==> config.mk <==
export PLATFORM = sky130hd
export DESIGN_NAME = pipeline_hazard_ctrl
export DESIGN_NICKNAME = d
export VERILOG_FILES = /design/src/rtl/pipeline_ctrl_pkg.sv /design/src/rtl/hazard_match.sv /design/src/rtl/pipeline_hazard_ctrl.sv
export SDC_FILE = /design/constraint.sdc
export NUM_CORES = 1
export LEC_CHECK = 0
export CELL_PAD_IN_SITES_DETAIL_PLACEMENT = 2
export CELL_PAD_IN_SITES_GLOBAL_PLACEMENT = 2
export CORE_MARGIN = 2
export CORE_UTILIZATION = 24
export DETAILED_ROUTE_END_ITERATION = 16
export PLACE_DENSITY = 0.88
export SLEW_MARGIN = 0
export SYNTH_ARGS = -nofsm -noshare
export SYNTH_HDL_FRONTEND = slang
export SYNTH_SLANG_ARGS = --single-unit
==> constraint.sdc <==
create_clock -name clk -period 2.2 [get_ports clk]
set_input_delay 0.44 -clock clk [delete_from_list [all_inputs] [get_ports clk]]
set_output_delay 0.44 -clock clk [all_outputs]
set_load 0.05 [all_outputs]
==> src/rtl/pipeline_ctrl_pkg.sv <==
// Shared types and constants for the pipeline hazard controller.
package pipeline_ctrl_pkg;

    // Controller states: normal issue, or front end frozen behind a mul/div
    typedef enum logic {
        RUN     = 1'b0,
        MD_BUSY = 1'b1
    } state_t;

    localparam logic [4:0]  REG_ZERO  = 5'd0;
    // sll $0,$0,0 -- what IF/ID holds after a flush
    localparam logic [31:0] NOP_INSTR = 32'h0000_0000;

endpackage

==> src/rtl/hazard_match.sv <==
// One operand-vs-writer dependency compare. $0 is hard-wired, so it never creates a hazard.
module hazard_match
    import pipeline_ctrl_pkg::*;
(
    input  logic       i_uses,
    input  logic [4:0] i_src,
    input  logic [4:0] i_dst,
    input  logic       i_regwrite,
    output logic       o_match
);

    // Dependency exists only if the operand is really read and really written
    assign o_match = i_uses && (i_src != REG_ZERO) && (i_src == i_dst) && i_regwrite;

endmodule

==> src/rtl/pipeline_hazard_ctrl.sv <==
// Hazard/sequencing controller for the 5-stage pipeline: RAW stalls, branch/jump
// flushes, mul/div freeze and saturating stall/flush event counters.
// Build option: FORWARDING_EN -- when defined, EX forwarding exists and only load-use stalls.
//
//  state   | meaning
//  RUN     | normal issue; flush > mul/div start > data stall
//  MD_BUSY | mul/div owns Execute; front end and ID/EX frozen until the down-counter hits 1
module pipeline_hazard_ctrl
    import pipeline_ctrl_pkg::*;
#(
    parameter int MULDIV_CYCLES = 4,
    parameter int CNT_W         = 16
) (
    input  logic             clk,
    input  logic             reset,
    input  logic [4:0]       Rs_D,
    input  logic [4:0]       Rt_D,
    input  logic             UsesRs_D,
    input  logic             UsesRt_D,
    input  logic             RegWrite_E,
    input  logic             MemRead_E,
    input  logic [4:0]       WriteReg_E,
    input  logic             RegWrite_M,
    input  logic [4:0]       WriteReg_M,
    input  logic             BranchTaken_E,
    input  logic             Jump_E,
    input  logic             MulDivStart_E,
    output logic             PCWrite,
    output logic             IFIDWrite,
    output logic             IFIDFlush,
    output logic             IDEXWrite,
    output logic             IDEXFlush,
    output logic             MulDivBusy,
    output logic [CNT_W-1:0] StallCount,
    output logic [CNT_W-1:0] FlushCount
);

    localparam int              MD_W    = (MULDIV_CYCLES > 2) ? $clog2(MULDIV_CYCLES) : 1;
    localparam logic [MD_W-1:0] MD_LOAD = MD_W'(MULDIV_CYCLES - 1);
    localparam logic [MD_W-1:0] MD_ONE  = MD_W'(1);

    state_t           r_state;
    logic [MD_W-1:0]  r_md_cnt;
    logic [CNT_W-1:0] r_stall_cnt;
    logic [CNT_W-1:0] r_flush_cnt;

    logic w_rs_e;
    logic w_rt_e;
    logic w_data_stall;
    logic w_flush;

    hazard_match u_rs_e (.i_uses(UsesRs_D), .i_src(Rs_D), .i_dst(WriteReg_E),
                         .i_regwrite(RegWrite_E), .o_match(w_rs_e));
    hazard_match u_rt_e (.i_uses(UsesRt_D), .i_src(Rt_D), .i_dst(WriteReg_E),
                         .i_regwrite(RegWrite_E), .o_match(w_rt_e));

`ifdef FORWARDING_EN
    // Forwarding covers ALU producers; only a load in Execute cannot be bypassed in time
    logic w_unused_mem;
    assign w_unused_mem = ^{RegWrite_M, WriteReg_M};
    assign w_data_stall = MemRead_E && (w_rs_e || w_rt_e);
`else
    // No bypass: wait until the producer leaves Memory (write-first regfile covers WB)
    logic w_rs_m;
    logic w_rt_m;
    logic w_unused_load;

    hazard_match u_rs_m (.i_uses(UsesRs_D), .i_src(Rs_D), .i_dst(WriteReg_M),
                         .i_regwrite(RegWrite_M), .o_match(w_rs_m));
    hazard_match u_rt_m (.i_uses(UsesRt_D), .i_src(Rt_D), .i_dst(WriteReg_M),
                         .i_regwrite(RegWrite_M), .o_match(w_rt_m));

    assign w_unused_load = MemRead_E;
    assign w_data_stall  = w_rs_e || w_rt_e || w_rs_m || w_rt_m;
`endif

    assign w_flush = BranchTaken_E || Jump_E;

    // Zero-latency enables: pipeline registers sample these at the same edge
    always_comb begin
        PCWrite    = 1'b1;
        IFIDWrite  = 1'b1;
        IFIDFlush  = 1'b0;
        IDEXWrite  = 1'b1;
        IDEXFlush  = 1'b0;
        MulDivBusy = 1'b0;
        unique case (r_state)
            RUN: begin
                if (w_flush) begin
                    IFIDFlush = 1'b1;
                    IDEXFlush = 1'b1;
                end else if (!MulDivStart_E && w_data_stall) begin
                    PCWrite   = 1'b0;
                    IFIDWrite = 1'b0;
                    IDEXFlush = 1'b1;
                end
            end
            MD_BUSY: begin
                PCWrite    = 1'b0;
                IFIDWrite  = 1'b0;
                IDEXWrite  = 1'b0;
                MulDivBusy = 1'b1;
            end
            default: ;
        endcase
    end

    // State, mul/div down-counter and saturating event counters
    always_ff @(posedge clk) begin
        if (reset) begin
            r_state     <= RUN;
            r_md_cnt    <= '0;
            r_stall_cnt <= '0;
            r_flush_cnt <= '0;
        end else begin
            unique case (r_state)
                RUN: begin
                    if (w_flush) begin
                        if (r_flush_cnt != '1) r_flush_cnt <= r_flush_cnt + CNT_W'(1);
                    end else if (MulDivStart_E) begin
                        r_state  <= MD_BUSY;
                        r_md_cnt <= MD_LOAD;
                    end else if (w_data_stall) begin
                        if (r_stall_cnt != '1) r_stall_cnt <= r_stall_cnt + CNT_W'(1);
                    end
                end
                MD_BUSY: begin
                    r_md_cnt <= r_md_cnt - MD_ONE;
                    if (r_md_cnt == MD_ONE) r_state <= RUN;
                end
                default: r_state <= RUN;
            endcase
        end
    end

    assign StallCount = r_stall_cnt;
    assign FlushCount = r_flush_cnt;

endmodule

==> load_flow_metrics.sql <==
INSERT INTO impl_metrics (metric_group, metric, value, unit) VALUES
('setup_path', 'worstSetupEndpointType', 'primary output', ''),
('setup_path', 'worstPathRequired', '1.76', 'ns'),
('placement', 'detailed_place.area', '3280', 'sq um'),
('clocking', 'clock_insertion_delay_worst_skew', '0.31', 'ns'),
('placement', 'dpl.cell_count', '465', ''),
('logic_synthesis', 'post-synth-top-area-cell', 'dfxtp_1', ''),
('floorplan', 'top_level_ports', '68', ''),
('floorplan', 'die-height', '98.9', 'microns'),
('timing', 'maxSlewHeadroom', '64.3', '%'),
('drt', 'drt_drc_violations_left', '0', ''),
('placement', 'place.gp.congestion', '0.840', ''),
('timing', 'fin_crit', '2.56', 'ns'),
('logic_synthesis', 'ys_async_sr_fraction', '0', '%'),
('status', 'violated_checks', 'negative setup slack', ''),
('finish', 'post_synthesis_to_final_layout_area_growth', '81.6', '%'),
('grt', 'globalRouteOverflowTotal', '0', ''),
('grt', 'groute.usage.overall', '20.6', '%'),
('finish', 'nNetsFinal', '412', ''),
('timing', 'fin_skew', '0.0127', 'ns'),
('worst_hold_path', 'worst_hold_startpoint', 'r_md_cnt[1]', ''),
('timing', 'rsz_0062_raised_after_global_routing', 'yes', ''),
('worst_hold_path', 'hold_class', 'reg -> reg', ''),
('logic_synthesis', 'post_synth_instance_area', '2160', 'sq um'),
('timing', 'fin_crit_sh', '116', '%'),
('grt', 'via_count_of_the_first_global_routing_pass', '2727', ''),
('floorplan', 'starting_density_of_the_core', '24.8', '%'),
('drt', 'firstDrtPassIters', '4', ''),
('setup_path', 'worst_r2r_path_depth', '6', ''),
('logic_synthesis', 'synth.area.top_cells', 'dfxtp_1 32%, xor2_1 6.9%, nor2_1 6.3%', ''),
('logic_synthesis', 'synth_edf_count', '0', ''),
('placement', 'pre_cts_ws', '-0.744', 'ns'),
('finish', 'num_antenna_cells', '0', ''),
('finish', 'fillerInstances', '922', ''),
('power_and_ir_drop', 'static_leakage', '1.43', 'nW'),
('status', 'status', 'finished, violations left', ''),
('drt', 'detail_route.iter0.violations', '71', ''),
('logic_synthesis', 'synth.yosys.warnings', '0', ''),
('grt', 'antenna_found_initial', '0', ''),
('clocking', 'ctsRootBufferMaster', 'clkbuf_8', ''),
('setup_path', 'crit_path_max_fanout', '2', ''),
('timing', 'finalHoldViolations', '0', ''),
('power_and_ir_drop', 'power', '1.56', 'mW'),
('floorplan', 'num_rows', '34', ''),
('logic_synthesis', 'synth.ff_latch_count', '35', ''),
('placement', 'detailedPlacementHpwl', '6710', 'microns'),
('worst_hold_path', 'holdPathStages', '2', ''),
('job', 'cap_viol_max_count', '0', ''),
('logic_synthesis', 'synth_top_area_share', '32.4', '%'),
('floorplan', 'die_area', '9780', 'sq um'),
('timing', 'drv_slew', '0', ''),
('drt', 'drtAntennaViolNets', '0', ''),
('drt', 'vias', '2473', ''),
('drt', 'postRouteWirelength', '10900', 'microns'),
('logic_synthesis', 'synth_flop_cell', 'dfxtp_1', ''),
('timing', 'timing.final.setup_violations', '14', ''),
('grt', 'grt_max_degree', '30', ''),
('floorplan', 'chipWidth', '98.9', 'microns'),
('setup_path', 'cp_data_arrival_time', '2.12', 'ns'),
('floorplan', 'core_region_area', '8720', 'sq um'),
('finish', 'layout_cells_excl_fill', '488', ''),
('finish', 'layout_cells_sized_above_1', '41.6', '%'),
('timing', 'final.setup.worst_slack', '-0.360', 'ns'),
('placement', 'port-buffer-count', '66', ''),
('clocking', 'clkSinkCount', '35', ''),
('setup_path', 'reg2reg_setup_slack', '0.01', 'ns'),
('grt', 'grt_pass1_wl', '15700', 'microns'),
('clocking', 'clock_path_buffers', '2', ''),
('setup_path', 'crit_path_start_kind', 'primary input', ''),
('logic_synthesis', 'yosysUniqueCellTypes', '43', ''),
('drt', 'via_per_inst', '5.07', ''),
('logic_synthesis', 'synth_instances', '258', '');
cells in the mapped netlist (2+ instances only):
library cell and instances:
a211oi_1 2, a21boi_0 2, a21o_1 3, a21oi_1 17, a31oi_1 2, and3_1 5
clkbuf_1 4, dfxtp_1 35, ha_1 3, inv_1 4, mux2_2 10, nand2_1 16
nand3_1 17, nand4_1 11, nor2_1 36, nor2b_1 12, nor3_1 4, nor4_2 4
o2111ai_1 4, o2111ai_2 2, o211ai_1 2, o21ai_0 6, o21ai_2 2, or3_1 5
or4_1 2, xnor2_1 15, xor2_1 17
state kept, by name (all words and copies together), names as in the netlist:
name / flops
r_md_cnt: 2
r_state: 1
StallCount: 16
FlushCount: 16
critical path, cell delays in order:
cell,delay (ns)
buf_6,0.10
or4_4,0.56
o21ai_4,0.22
nor4_4,0.06
o21ai_2,0.21
nand2_2,0.11
a21oi_4,0.24
buf_12,0.17
kinds of logic (layout without fill, tap and decap cells):
group	after synthesis	in the layout	synth area share [%]
AND/OR/NAND/NOR	116	116	28.5
AO/OA/AOI/OAI	48	48	15.4
adder cells (fa/ha/maj)	3	3	1.74
multiplexers	13	13	6.89
flip-flops	35	35	32.4
XOR/XNOR	32	32	13.0
buffers and inverters	11	133	2.08
layout by cell type (no fill, tap or decap), drive strengths merged, types with 4 or more instances in the layout:
cell type and n:
xor2 17, o21ai 9, mux2 12, or3 5, clkbuf 10, o2111ai 6
a21oi 17, buf 69, and3 6, dfxtp 35, inv 5, nor4 5
clkdlybuf4s50 41, a21o 4, nand2 16, nor2 36, nor2b 12, nand4 11
nor3 4, nand3 17, xnor2 15
stage by stage:
stage | TNS [ns] | utilization [%]
2_1_floorplan | -0.517 | -
3_3_place_gp | -9.54 | 37.6
3_5_place_dp | -12.36 | 37.6
4_1_cts | -1.01 | 41.4
5_1_grt | -2.71 | 45.0
6_report | -1.62 | 45.0
worst max-delay path by stage:
stage	from	endpoint	slack, ns	cells past startpoint
global placement	Rs_D[0]	PCWrite	-0.64	8
detailed placement	Rt_D[0]	PCWrite	-0.74	8
global route	Rs_D[3]	PCWrite	-0.40	8
finish	Rs_D[3]	PCWrite	-0.36	8
CTS	Rs_D[3]	PCWrite	-0.31	8
floorplan	Rs_D[0]	PCWrite	-0.35	7
final cells by class:
cell class                      count  area, sq um  share of cell area, %
Clock buffer                        6         72.6                   1.85
Clock inverter                      2         12.5                  0.319
Inverter                            5         21.3                  0.542
Multi-Input combinational cell    212         1840                   46.9
Sequential cell                    35          704                   17.9
Tap cell                          108          135                   3.44
Timing Repair Buffer              120         1140                   29.0
timing repair:
action	in CTS	in global routing
buffers inserted	5	10
endpoints found under the setup margin	19	19
hold buffers	0	0
gates resized for setup	101	54
pin swaps	26	32
per-layer routing:
layer	part of all wire [%]	wire (microns)	GRT usage, %
met5	0	0	0
met2	54	5920	38.4
met3	3.3	363	4.40
met1	40	4300	23.7
met4	2.7	291	5.48
report_power, final:
group | total (mW) | internal [mW] | switching (mW)
clock | 0.502 | 0.222 | 0.280
sequential | 0.659 | 0.643 | 0.0159
combinational | 0.399 | 0.180 | 0.219
total | 1.56 | 1.04 | 0.515
Power figures use the tool's default switching activity.
